==> src/rtl/alu_pkg.sv <==
// Shared op-code constants and the output-register state type for the ALU arbiter.
// Imported by alu_core and alu_arbiter.
package alu_pkg;

   localparam logic [2:0] OP_NOP = 3'b000;
   localparam logic [2:0] OP_ADD = 3'b001;
   localparam logic [2:0] OP_SUB = 3'b010;
   localparam logic [2:0] OP_AND = 3'b011;
   localparam logic [2:0] OP_OR  = 3'b100;
   localparam logic [2:0] OP_SLT = 3'b101;

   typedef enum logic {
      ST_EMPTY = 1'b0,
      ST_FULL  = 1'b1
   } out_state_e;

endpackage

==> src/rtl/alu_core.sv <==
// Combinational ALU: ADD/SUB wrap, SLT from the sign of the wrapped difference, other codes give 0.
// Zero latency, no flow control.
module alu_core
   import alu_pkg::*;
#(
   parameter int WIDTH = 32
) (
   input  logic [WIDTH-1:0] a,
   input  logic [WIDTH-1:0] b,
   input  logic [2:0]       op,
   output logic [WIDTH-1:0] result,
   output logic             zero
);

   logic [WIDTH-1:0] diff;

   assign diff = a - b;

   always_comb begin
      result = '0;
      case (op)
         OP_NOP:  result = '0;
         OP_ADD:  result = a + b;
         OP_SUB:  result = diff;
         OP_AND:  result = a & b;
         OP_OR:   result = a | b;
         OP_SLT:  result = {{(WIDTH-1){1'b0}}, diff[WIDTH-1]};
         default: result = '0;
      endcase
   end

   assign zero = (result == '0);

endmodule

==> src/rtl/alu_arbiter.sv <==
// Two-requester round-robin front end to one ALU with a registered result; latency 1 from accept.
// Backpressure: readies drop while a held result is not being drained; full throughput with rsp_ready high.
module alu_arbiter
   import alu_pkg::*;
#(
   parameter int WIDTH = 32
) (
   input  logic             clk,
   input  logic             rst_n,
   input  logic             req0_valid,
   output logic             req0_ready,
   input  logic [WIDTH-1:0] req0_a,
   input  logic [WIDTH-1:0] req0_b,
   input  logic [2:0]       req0_op,
   input  logic             req1_valid,
   output logic             req1_ready,
   input  logic [WIDTH-1:0] req1_a,
   input  logic [WIDTH-1:0] req1_b,
   input  logic [2:0]       req1_op,
   output logic             rsp_valid,
   input  logic             rsp_ready,
   output logic [WIDTH-1:0] rsp_result,
   output logic             rsp_zero,
   output logic             rsp_id
);

   out_state_e       state_q, state_d;
   logic             last_q, last_d;
   logic [WIDTH-1:0] result_q, result_d;
   logic             zero_q, zero_d;
   logic             id_q, id_d;

   logic             can_accept;
   logic             gnt0, gnt1;
   logic             accept;
   logic [WIDTH-1:0] alu_a, alu_b, alu_result;
   logic [2:0]       alu_op;
   logic             alu_zero;

   assign can_accept = (state_q == ST_EMPTY) || rsp_ready;

   // Pointer holds the last winner; on contention the other requester goes next.
   assign gnt0 = req0_valid && (!req1_valid || last_q);
   assign gnt1 = req1_valid && (!req0_valid || !last_q);

   // Readies are forced low while reset is asserted.
   assign req0_ready = rst_n && can_accept && gnt0;
   assign req1_ready = rst_n && can_accept && gnt1;
   assign accept     = req0_ready || req1_ready;

   assign alu_a  = gnt1 ? req1_a  : req0_a;
   assign alu_b  = gnt1 ? req1_b  : req0_b;
   assign alu_op = gnt1 ? req1_op : req0_op;

   alu_core #(
      .WIDTH (WIDTH)
   ) u_alu_core (
      .a      (alu_a),
      .b      (alu_b),
      .op     (alu_op),
      .result (alu_result),
      .zero   (alu_zero)
   );

   always_comb begin
      state_d  = state_q;
      last_d   = last_q;
      result_d = result_q;
      zero_d   = zero_q;
      id_d     = id_q;

      case (state_q)
         ST_EMPTY: if (accept) state_d = ST_FULL;
         ST_FULL:  if (rsp_ready && !accept) state_d = ST_EMPTY;
         default:  state_d = ST_EMPTY;
      endcase

      if (accept) begin
         result_d = alu_result;
         zero_d   = alu_zero;
         id_d     = gnt1;
         last_d   = gnt1;
      end
   end

   always_ff @(posedge clk or negedge rst_n) begin
      if (!rst_n) begin
         state_q  <= ST_EMPTY;
         last_q   <= 1'b1;
         result_q <= '0;
         zero_q   <= 1'b0;
         id_q     <= 1'b0;
      end else begin
         state_q  <= state_d;
         last_q   <= last_d;
         result_q <= result_d;
         zero_q   <= zero_d;
         id_q     <= id_d;
      end
   end

   assign rsp_valid  = (state_q == ST_FULL);
   assign rsp_result = result_q;
   assign rsp_zero   = zero_q;
   assign rsp_id     = id_q;

endmodule

==> config.mk <==
export PLATFORM = sky130hd
export DESIGN_NAME = alu_arbiter
export DESIGN_NICKNAME = d
export VERILOG_FILES = /design/src/rtl/alu_pkg.sv /design/src/rtl/alu_core.sv /design/src/rtl/alu_arbiter.sv
export SDC_FILE = /design/constraint.sdc
export NUM_CORES = 1
export LEC_CHECK = 0
export ABC_CLOCK_PERIOD_IN_PS = 8300
export CAP_MARGIN = 20
export CELL_PAD_IN_SITES_DETAIL_PLACEMENT = 1
export CELL_PAD_IN_SITES_GLOBAL_PLACEMENT = 2
export CORE_MARGIN = 8
export CORE_UTILIZATION = 29
export CTS_CLUSTER_SIZE = 12
export DETAILED_ROUTE_END_ITERATION = 10
export PLACE_DENSITY = 0.88
export REMOVE_ABC_BUFFERS = 1
export SETUP_SLACK_MARGIN = 0.3
export SLEW_MARGIN = 20
export SYNTH_ARGS = -nofsm -noshare
export SYNTH_HDL_FRONTEND = slang
export SYNTH_SLANG_ARGS = --single-unit
==> constraint.sdc <==
create_clock -name clk -period 8.3 [get_ports clk]
set_input_delay 1.245 -clock clk [delete_from_list [all_inputs] [get_ports clk]]
set_output_delay 1.245 -clock clk [all_outputs]
set_load 0.01 [all_outputs]
==> flow_summary.ini, run 1 <==
[status]
status = finished, final reports clean

[synthesis]
synthCells = 982
yosysSeqAreaShare_pct = 12.2
ys_warn_count = 0
ys.flop_type = dfrtp_1
ys_types = 86
synth_edf_count = 0
ys_ff_latch = 36
async_flop_share_pct = 100
synth.avg_cell_area_um2 = 7.50
synth_area_mm2 = 0.00737

[timing]
setup_viol = 0
fin_tns_setup_ps = 0
relSlewSlack_pct = 37.6
max_freq_mhz = 150
finalClockSkew_ps = 4.13
final_max_slew_viol_count = 0
rsz0062_at_grt = false
fin_crit_ps = 6690
hold_slack_ps = 477
min_period_over_period_pct = 80.6
worst_pin_slew_ps = 936
hold_violations = 0

[finish]
layout_common_cells = 174 x clkdlybuf4s50_1, 99 x ha_1, 97 x inv_1
antennaDiodeCount = 0
nFillCells = 3025
layout_commonest_cell = clkdlybuf4s50_1
nets = 1353
design_area_mm2 = 0.00952
utilization_pct = 38.0
area_growth_pct = 29.2
drive_gt1_share_pct = 10.5

[job]
cap_violations = 0

[critical_path]
cp_data_arrival_time_ps = 6880
end_kind = register
worstSetupPathType = input pin to register
reg2reg_to = rsp_zero
startpoint = req1_valid
r2r_start = last_q
r2r_cells = 18
worstSetupStartpointType = input pin
crit_end = rsp_zero
reg2reg_setup_slack_ps = 2820
crit_fanout = 38
crit_required_ps = 8490

[die]
initial_utilization_pct = 29.4
io_pins = 176
coreArea_mm2 = 0.0250
placementRows = 58
die_y_um = 175
die_area_mm2 = 0.0308
fp.dieW_um = 175

[global_route]
grt_pass1_wl_um = 46500
grt_max_degree = 43
overflow = 0
grt_pass1_vias = 8540
gr-usage-all-layers_pct = 18.3
antenna_found_initial = 0

[power_and_ir_drop]
power_density_mw_per_mm2 = 165
p_leak_nw = 4.06
ir_worst_vdd_mv = 0.0856
finalPower_mw = 1.57

[routing]
wire_per_inst_um = 20.2
ant_nets = 0
avgViaCountPerCell = 5.58
drt_wl_total_um = 29100
first_pass_iters = 5
drcViolationCount = 0
via_count = 8053
drt-initial-drc-count = 602

[clock_network]
cts_hold_buf = 0
cts_resized = 0
post_cts_buffers = 0
clock-sinks = 36
htreeDepth = 2
cts_tree = built
path_clk_slew_ps = 60
cts_root_buf = clkbuf_16
clock_latency_ps = 280
clockBufferDepth = 2
cts_made_buffers = 5

[placement]
place.gp.congestion = 0.919
io_buffers = 175
hpwl_um = 23500
place_area_mm2 = 0.00937

[min_path]
hp-class = register to register
==> layout make-up <==
type	count	area [um^2]	area share, %
Clock buffer	7	143	1.50
Clock inverter	1	7.51	0.0789
Multi-Input combinational cell	789	5880	61.8
Inverter	98	368	3.86
Sequential cell	36	902	9.48
Tap cell	330	413	4.34
Timing Repair Buffer	183	1810	19.0
==> cells by family (layout without fill, tap and decap cells) <==
group / Yosys count / count (layout) / share of synthesized area, %
XOR/XNOR: 8 / 8 / 0.951
AND/OR/NAND/NOR: 284 / 284 / 18.2
AO/OA/AOI/OAI: 313 / 313 / 30.1
multiplexers: 83 / 83 / 12.5
flip-flops: 36 / 36 / 12.2
adder cells (fa/ha/maj): 101 / 101 / 17.4
buffers and inverters: 157 / 289 / 8.61
==> synthesized netlist by cell type, types with 10 or more instances <==
master / instances / share of area (%)
a21o_1: 10 / 1.0
nor2_1: 76 / 3.9
nor3_1: 29 / 2.0
o221ai_1: 18 / 2.1
mux2i_1: 10 / 1.4
nand4_1: 17 / 1.4
dfrtp_1: 35 / 12
a211oi_1: 12 / 1.2
nand2_1: 91 / 4.6
o21a_1: 10 / 1.0
o31ai_1: 13 / 1.3
clkbuf_1: 37 / 1.9
a21oi_1: 74 / 5.0
o211ai_1: 11 / 1.1
nand3_1: 11 / 0.75
a221o_1: 13 / 1.8
ha_1: 99 / 17
inv_1: 97 / 4.9
o21ai_0: 59 / 4.0
mux2_2: 72 / 11
a221oi_1: 18 / 2.1
==> registers in the layout, indices dropped and copies added, names as in the netlist <==
| signal | cells |
|---|---|
| last_q | 1 |
| rsp_id | 1 |
| rsp_result | 32 |
| rsp_valid | 1 |
| rsp_zero | 1 |
==> critical path, stage by stage <==
cell	delay, ps
clkdlybuf4s50_1	580
a21boi_4	220
buf_4	430
mux2_2	410
inv_1	80
ha_1	180
inv_1	70
fa_1	460
nand2b_1	130
a221oi_1	140
o2111a_1	350
o311ai_4	280
a21oi_2	100
a221o_1	320
a221oi_2	290
or4b_1	440
or4_1	410
or4_1	500
o31ai_2	220
==> metal layers <==
layer  GRT usage, %  part of all wire, %
met2           30.7                   47
met1           24.3                   45
met4           4.34                  1.9
met3           2.66                  5.9
met5              0                    0
==> where the power goes <==
part / leakage, nW / switching, mW / internal, mW
Clock: 0.0701 / 0.0808 / 0.120
Combinational: 3.54 / 0.635 / 0.467
Sequential: 0.450 / 0.0405 / 0.231
Total: 4.06 / 0.757 / 0.817
==> worst min path at each step <==
stage	start	end	slack, ps	cells after the start
after detailed placement	rsp_result[0]	rsp_result[0]	460	2
after global placement	rsp_result[30]	rsp_result[30]	460	2
final	rsp_result[1]	rsp_result[1]	480	2
after global routing	rsp_result[1]	rsp_result[1]	500	2
after floorplan	last_q	last_q	510	2
after CTS	rsp_result[0]	rsp_result[0]	480	2
==> stage by stage <==
step | instances | setup WS (ps)
after CTS | 1444 | 1590
final | 1444 | 1610
after global placement | 1436 | 1490
after floorplan | 923 | -1110
after detailed placement | 1436 | 1310
after global routing | 1444 | 1330
No activity file was read; power rests on OpenSTA's default activity.
==> inputs of run 2 (changes only) <==
- ABC_CLOCK_PERIOD_IN_PS: 8300 -> 6900
- clock period: 8.3 -> 6.9 ns (I/O delays scaled with it)
==> run 2 against run 1 <==
Worst hold slack improved by 2.8 ps. Die area did not move. Critical path depth down 2. Final area grew 2.0%. Routed wire length grew 4.7%. Core utilization grew 0.77 points. Register-to-register slack lost 1300 ps. Clock skew rose by 8.9 ps. Via count increased by 2.9%. Cell count up 1.5%.
==> flow_summary.ini, run 2 (synthesis results as in run 1) <==
[critical_path]
crit_fanout = 9
crit_slowest_cell = clkdlybuf4s50_1
critical-path-max-stage-delay_ps = 570
r2r_start = last_q
path_cells = clkdlybuf4s50_1, a21boi_4, buf_12, buf_4, mux2_2, ha_1, nand2b_1, a221oi_1, o211a_1, nor3_1, o31a_1, a221oi_1, o221ai_1, or4b_1, or4_1, or4_1, o31ai_2
reg2reg_setup_slack_ps = 1540
path_buf_inv = 3
crit_required_ps = 7090
cp_data_arrival_time_ps = 6480
end_kind = register
cpLargestDelayFamily = compound AO/OA/AOI/OAI gates
worstSetupStartpointType = input pin
worstSetupPathType = input pin to register
reg2reg_to = rsp_zero
r2r_cells = 16

[min_path]
min_to = rsp_result[16]
hp-class = register to register
hold_path_depth = 2
min_from = rsp_result[16]

[clock_network]
clock_latency_ps = 290
clockBufferDepth = 2
cts_made_buffers = 5
clock-sinks = 36
cts_hold_buf = 0
path_clk_slew_ps = 60
cts_tree = built
htreeDepth = 2
cts_root_buf = clkbuf_16

[power_and_ir_drop]
finalPower_mw = 1.95
pwr-share-clk_pct = 12.8
p_sw_uw = 935
power_density_mw_per_mm2 = 200
intPower_mw = 1.01
p_seq_share_pct = 16.8
p_leak_nw = 4.18
p_comb_share_pct = 70.4
ir_worst_vdd_mv = 0.121
swShare_pct = 48.1

[global_route]
grt_pass1_wl_um = 48200
gr-usage-all-layers_pct = 19.1
antenna_found_initial = 0
grt_pass1_vias = 8811
overflow = 0
grt_max_degree = 39

[timing]
min_period_over_period_pct = 91.1
max_freq_mhz = 159
finalClockSkew_ps = 13.0
hold_slack_ps = 480
setup_viol = 0
relSlewSlack_pct = 28.3
fin_crit_ps = 6290
rsz0062_at_grt = false
final_max_slew_viol_count = 0
worst_pin_slew_ps = 1080
hold_violations = 0

[die]
io_pins = 176
fp.dieW_um = 175
placementRows = 58
die_y_um = 175
coreArea_mm2 = 0.0250
die_area_mm2 = 0.0308
initial_utilization_pct = 29.4

[finish]
largest_reg_flops = 32
antennaDiodeCount = 0
layout_common_cells = 174 x clkdlybuf4s50_1, 99 x ha_1, 97 x inv_1
area_growth_pct = 31.8
drive_gt1_share_pct = 12.2
nets = 1374
layout_commonest_cell = clkdlybuf4s50_1
fin_cells = 1465

[placement]
place.gp.congestion = 0.955
dp.cells = 1454
hpwl_um = 24800
io_buffers = 175

[routing]
drcViolationCount = 0
via_count = 8286
first_pass_iters = 5
wire_per_inst_um = 20.8
drt-initial-drc-count = 546
ant_nets = 0
drt_wl_total_um = 30500
avgViaCountPerCell = 5.66

[status]
status = finished, final reports clean

[job]
cap_violations = 0
-- run 2: through the flow --
| stage | setup WS, ps | TNS, ps | area, um^2 | util (%) |
|---|---|---|---|---|
| 4_1_cts | 545 | 0 | 9680 | 38.7 |
| 2_1_floorplan | -2300 | -35710 | 7100 | - |
| 5_1_grt | 374 | 0 | 9710 | 38.8 |
| 3_3_place_gp | 431 | 0 | 9530 | 38.0 |
| 6_report | 611 | 0 | 9710 | 38.8 |
| 3_5_place_dp | 279 | 0 | 9530 | 38.0 |
-- run 2: how the worst max path moves through the flow --
| stage | from | end | slack, ps | cells after the start |
|---|---|---|---|---|
| 2_1_floorplan | req1_valid | rsp_zero | -2300 | 16 |
| 3_3_place_gp | req1_valid | rsp_zero | 430 | 16 |
| 3_5_place_dp | req1_valid | rsp_zero | 280 | 16 |
| 4_1_cts | req1_valid | rsp_zero | 550 | 16 |
| 5_1_grt | req1_valid | rsp_zero | 370 | 17 |
| 6_report | req1_valid | rsp_zero | 610 | 17 |
-- run 2: layout make-up --
| class | count | area (um^2) |
|---|---|---|
| tap | 330 | 413 |
| inverter | 98 | 368 |
| fill | 3048 | 15300 |
| sequential | 36 | 902 |
| clock buffer | 6 | 139 |
| clock inverter | 2 | 13.8 |
| multi-input combinational | 789 | 5890 |
| timing repair buffer | 204 | 1990 |
-- run 2: tightest hold or removal path: stages, from the launching register on --
cell and delay, ps:
dfrtp_1 340, nand2_1 50, nand2_1 50
-- run 2: per-layer routing --
metal | vias to the layer above | GRT usage, % | routed length (um)
met4 | 0 | 4.95 | 693
met5 | - | 0 | 0
met1 | 4042 | 24.8 | 13500
met3 | 42 | 3.14 | 1990
li1 | 3903 | - | -
met2 | 299 | 32.2 | 14300
-- run 2: timing repair --
action / in CTS / in global routing
setup buffers: 0 / 3
endpoints found under the setup margin: 0 / 1
resized for setup: 0 / 0
-- run 2: power by group through the flow --
stage | clock network [mW] | logic [mW] | registers, mW
floorplan | 0 | 0.780 | 0.344
global placement | 0 | 1.33 | 0.326
detailed placement | 0 | 1.35 | 0.329
CTS | 0.250 | 1.36 | 0.326
global route | 0.257 | 1.49 | 0.333
finish | 0.249 | 1.37 | 0.326
==> inputs of run 3 (changes only) <==
- PLACE_DENSITY: 0.88 -> default
- PLACE_DENSITY_LB_ADDON: default -> 0.12
==> run 3 against run 2 <==
Final area rose by 0.37%. Critical path depth down 1. Clock skew is 7.1 ps lower. Flip-flop and latch count unchanged. Highest routed layer unchanged. Largest cell class unchanged.
==> flow_summary.ini, run 3 (synthesis results as in run 1) <==
[status]
status = finished, final reports clean

[routing]
first_pass_iters = 5
avgViaCountPerCell = 5.48
drt-initial-drc-count = 515
drt_wl_total_um = 30500
ant_nets = 0
wire_per_inst_um = 20.7
via_count = 8070
drcViolationCount = 0

[placement]
dp.cells = 1465
place.gp.congestion = 0.873
hpwl_um = 25100
io_buffers = 175

[die]
die_area_mm2 = 0.0308
initial_utilization_pct = 29.4
die_y_um = 175
fp.dieW_um = 175
placementRows = 58
io_pins = 176
coreArea_mm2 = 0.0250

[global_route]
antenna_found_initial = 0
grt_pass1_vias = 8336
grt_pass1_wl_um = 48200
grt_max_degree = 39
gr-usage-all-layers_pct = 19.3
overflow = 0

[critical_path]
critical-path-max-stage-delay_ps = 580
cpLargestDelayFamily = simple AND/OR/NAND/NOR gates
r2r_cells = 15
worstSetupPathType = input pin to register
end_kind = register
cp.depth = 16
crit_required_ps = 7100
worstSetupStartpointType = input pin
crit_slowest_cell = clkdlybuf4s50_1
cp_data_arrival_time_ps = 6390
path_buf_inv = 2
worst_path_most_repeated_cell = or4_1
reg2reg_setup_slack_ps = 1710
path_cells = clkdlybuf4s50_1, a21boi_4, buf_12, mux2_2, ha_1, nand2_1, or3_1, a21oi_2, or4b_4, nand3_1, a221o_1, a221oi_2, or4b_1, or4_1, or4_1, o31ai_2
crit_fanout = 36

[clock_network]
cts_made_buffers = 5
clock-sinks = 36
cts_hold_buf = 0
htreeDepth = 2
cts_root_buf = clkbuf_16
cts_resized = 0
clock_latency_ps = 280
post_cts_buffers = 0
cts_tree = built
path_clk_slew_ps = 70
clockBufferDepth = 2

[finish]
largest_reg_flops = 32
layout_commonest_cell = clkdlybuf4s50_1
layout_common_cells = 174 x clkdlybuf4s50_1, 99 x ha_1, 97 x inv_1
drive_gt1_share_pct = 12.8
fin_cells = 1473
nets = 1382
area_growth_pct = 32.3
utilization_pct = 38.9
antennaDiodeCount = 0

[timing]
min_period_over_period_pct = 89.7
max_freq_mhz = 161
setup_viol = 0
worst_pin_slew_ps = 873
finalClockSkew_ps = 5.85
relSlewSlack_pct = 41.8
rsz0062_at_grt = false
final_max_slew_viol_count = 0
hold_violations = 0
fin_crit_ps = 6190

[min_path]
hp-class = register to register
hold_path_depth = 2

[power_and_ir_drop]
ir_worst_vdd_mv = 0.0900
finalPower_mw = 1.95
p_leak_nw = 4.21
power_density_mw_per_mm2 = 200

[job]
cap_violations = 0
[run 3: power breakdown]
| group | internal, mW | leakage (nW) | switching (mW) | total, mW |
|---|---|---|---|---|
| Combinational | 0.598 | 3.69 | 0.782 | 1.38 |
| Sequential | 0.278 | 0.450 | 0.0474 | 0.325 |
| Clock | 0.144 | 0.0701 | 0.0962 | 0.240 |
[run 3: final timing paths]
path,startpoint,endpoint
hold / removal,rsp_result[8],rsp_result[8]
min in group asynchronous,rst_n,rsp_result[28]
max in group asynchronous,rst_n,rsp_result[5]
setup / recovery,req1_valid,rsp_zero
hold reg to reg,rsp_result[8],rsp_result[8]
setup reg to reg,last_q,rsp_zero
[run 3: metal layers]
metal / wire (um) / global-route usage (%) / vias up
met5: 0 / 0 / -
met4: 506 / 3.57 / 0
met3: 1270 / 2.10 / 25
met2: 14000 / 31.9 / 203
met1: 14800 / 26.8 / 3927
li1: - / - / 3915
[run 3: cell type report]
type | count | area, um^2
Clock buffer | 7 | 143
Multi-Input combinational cell | 789 | 5880
Sequential cell | 36 | 902
Inverter | 98 | 368
Fill cell | 3052 | 15300
Clock inverter | 1 | 7.51
Timing Repair Buffer | 212 | 2040
Tap cell | 330 | 413
[run 3: tightest hold or removal path: cells and delay by family, from the launching register on]
family | cells | cell delay (ps)
DFF | 1 | 340
and+or+nand+nor | 1 | 50
AOI/OAI and AO/OA | 1 | 60
[run 3: through the flow]
stage / setup TNS [ps] / cell area (um^2) / setup WS (ps) / hold slack (ps)
after CTS: 0 / 9750 / 684 / 480
after detailed placement: 0 / 9600 / 411 / 466
after global placement: 0 / 9600 / 421 / 458
after global routing: 0 / 9750 / 336 / 501
final: 0 / 9750 / 707 / 480
after floorplan: -35710 / 7100 / -2300 / 511
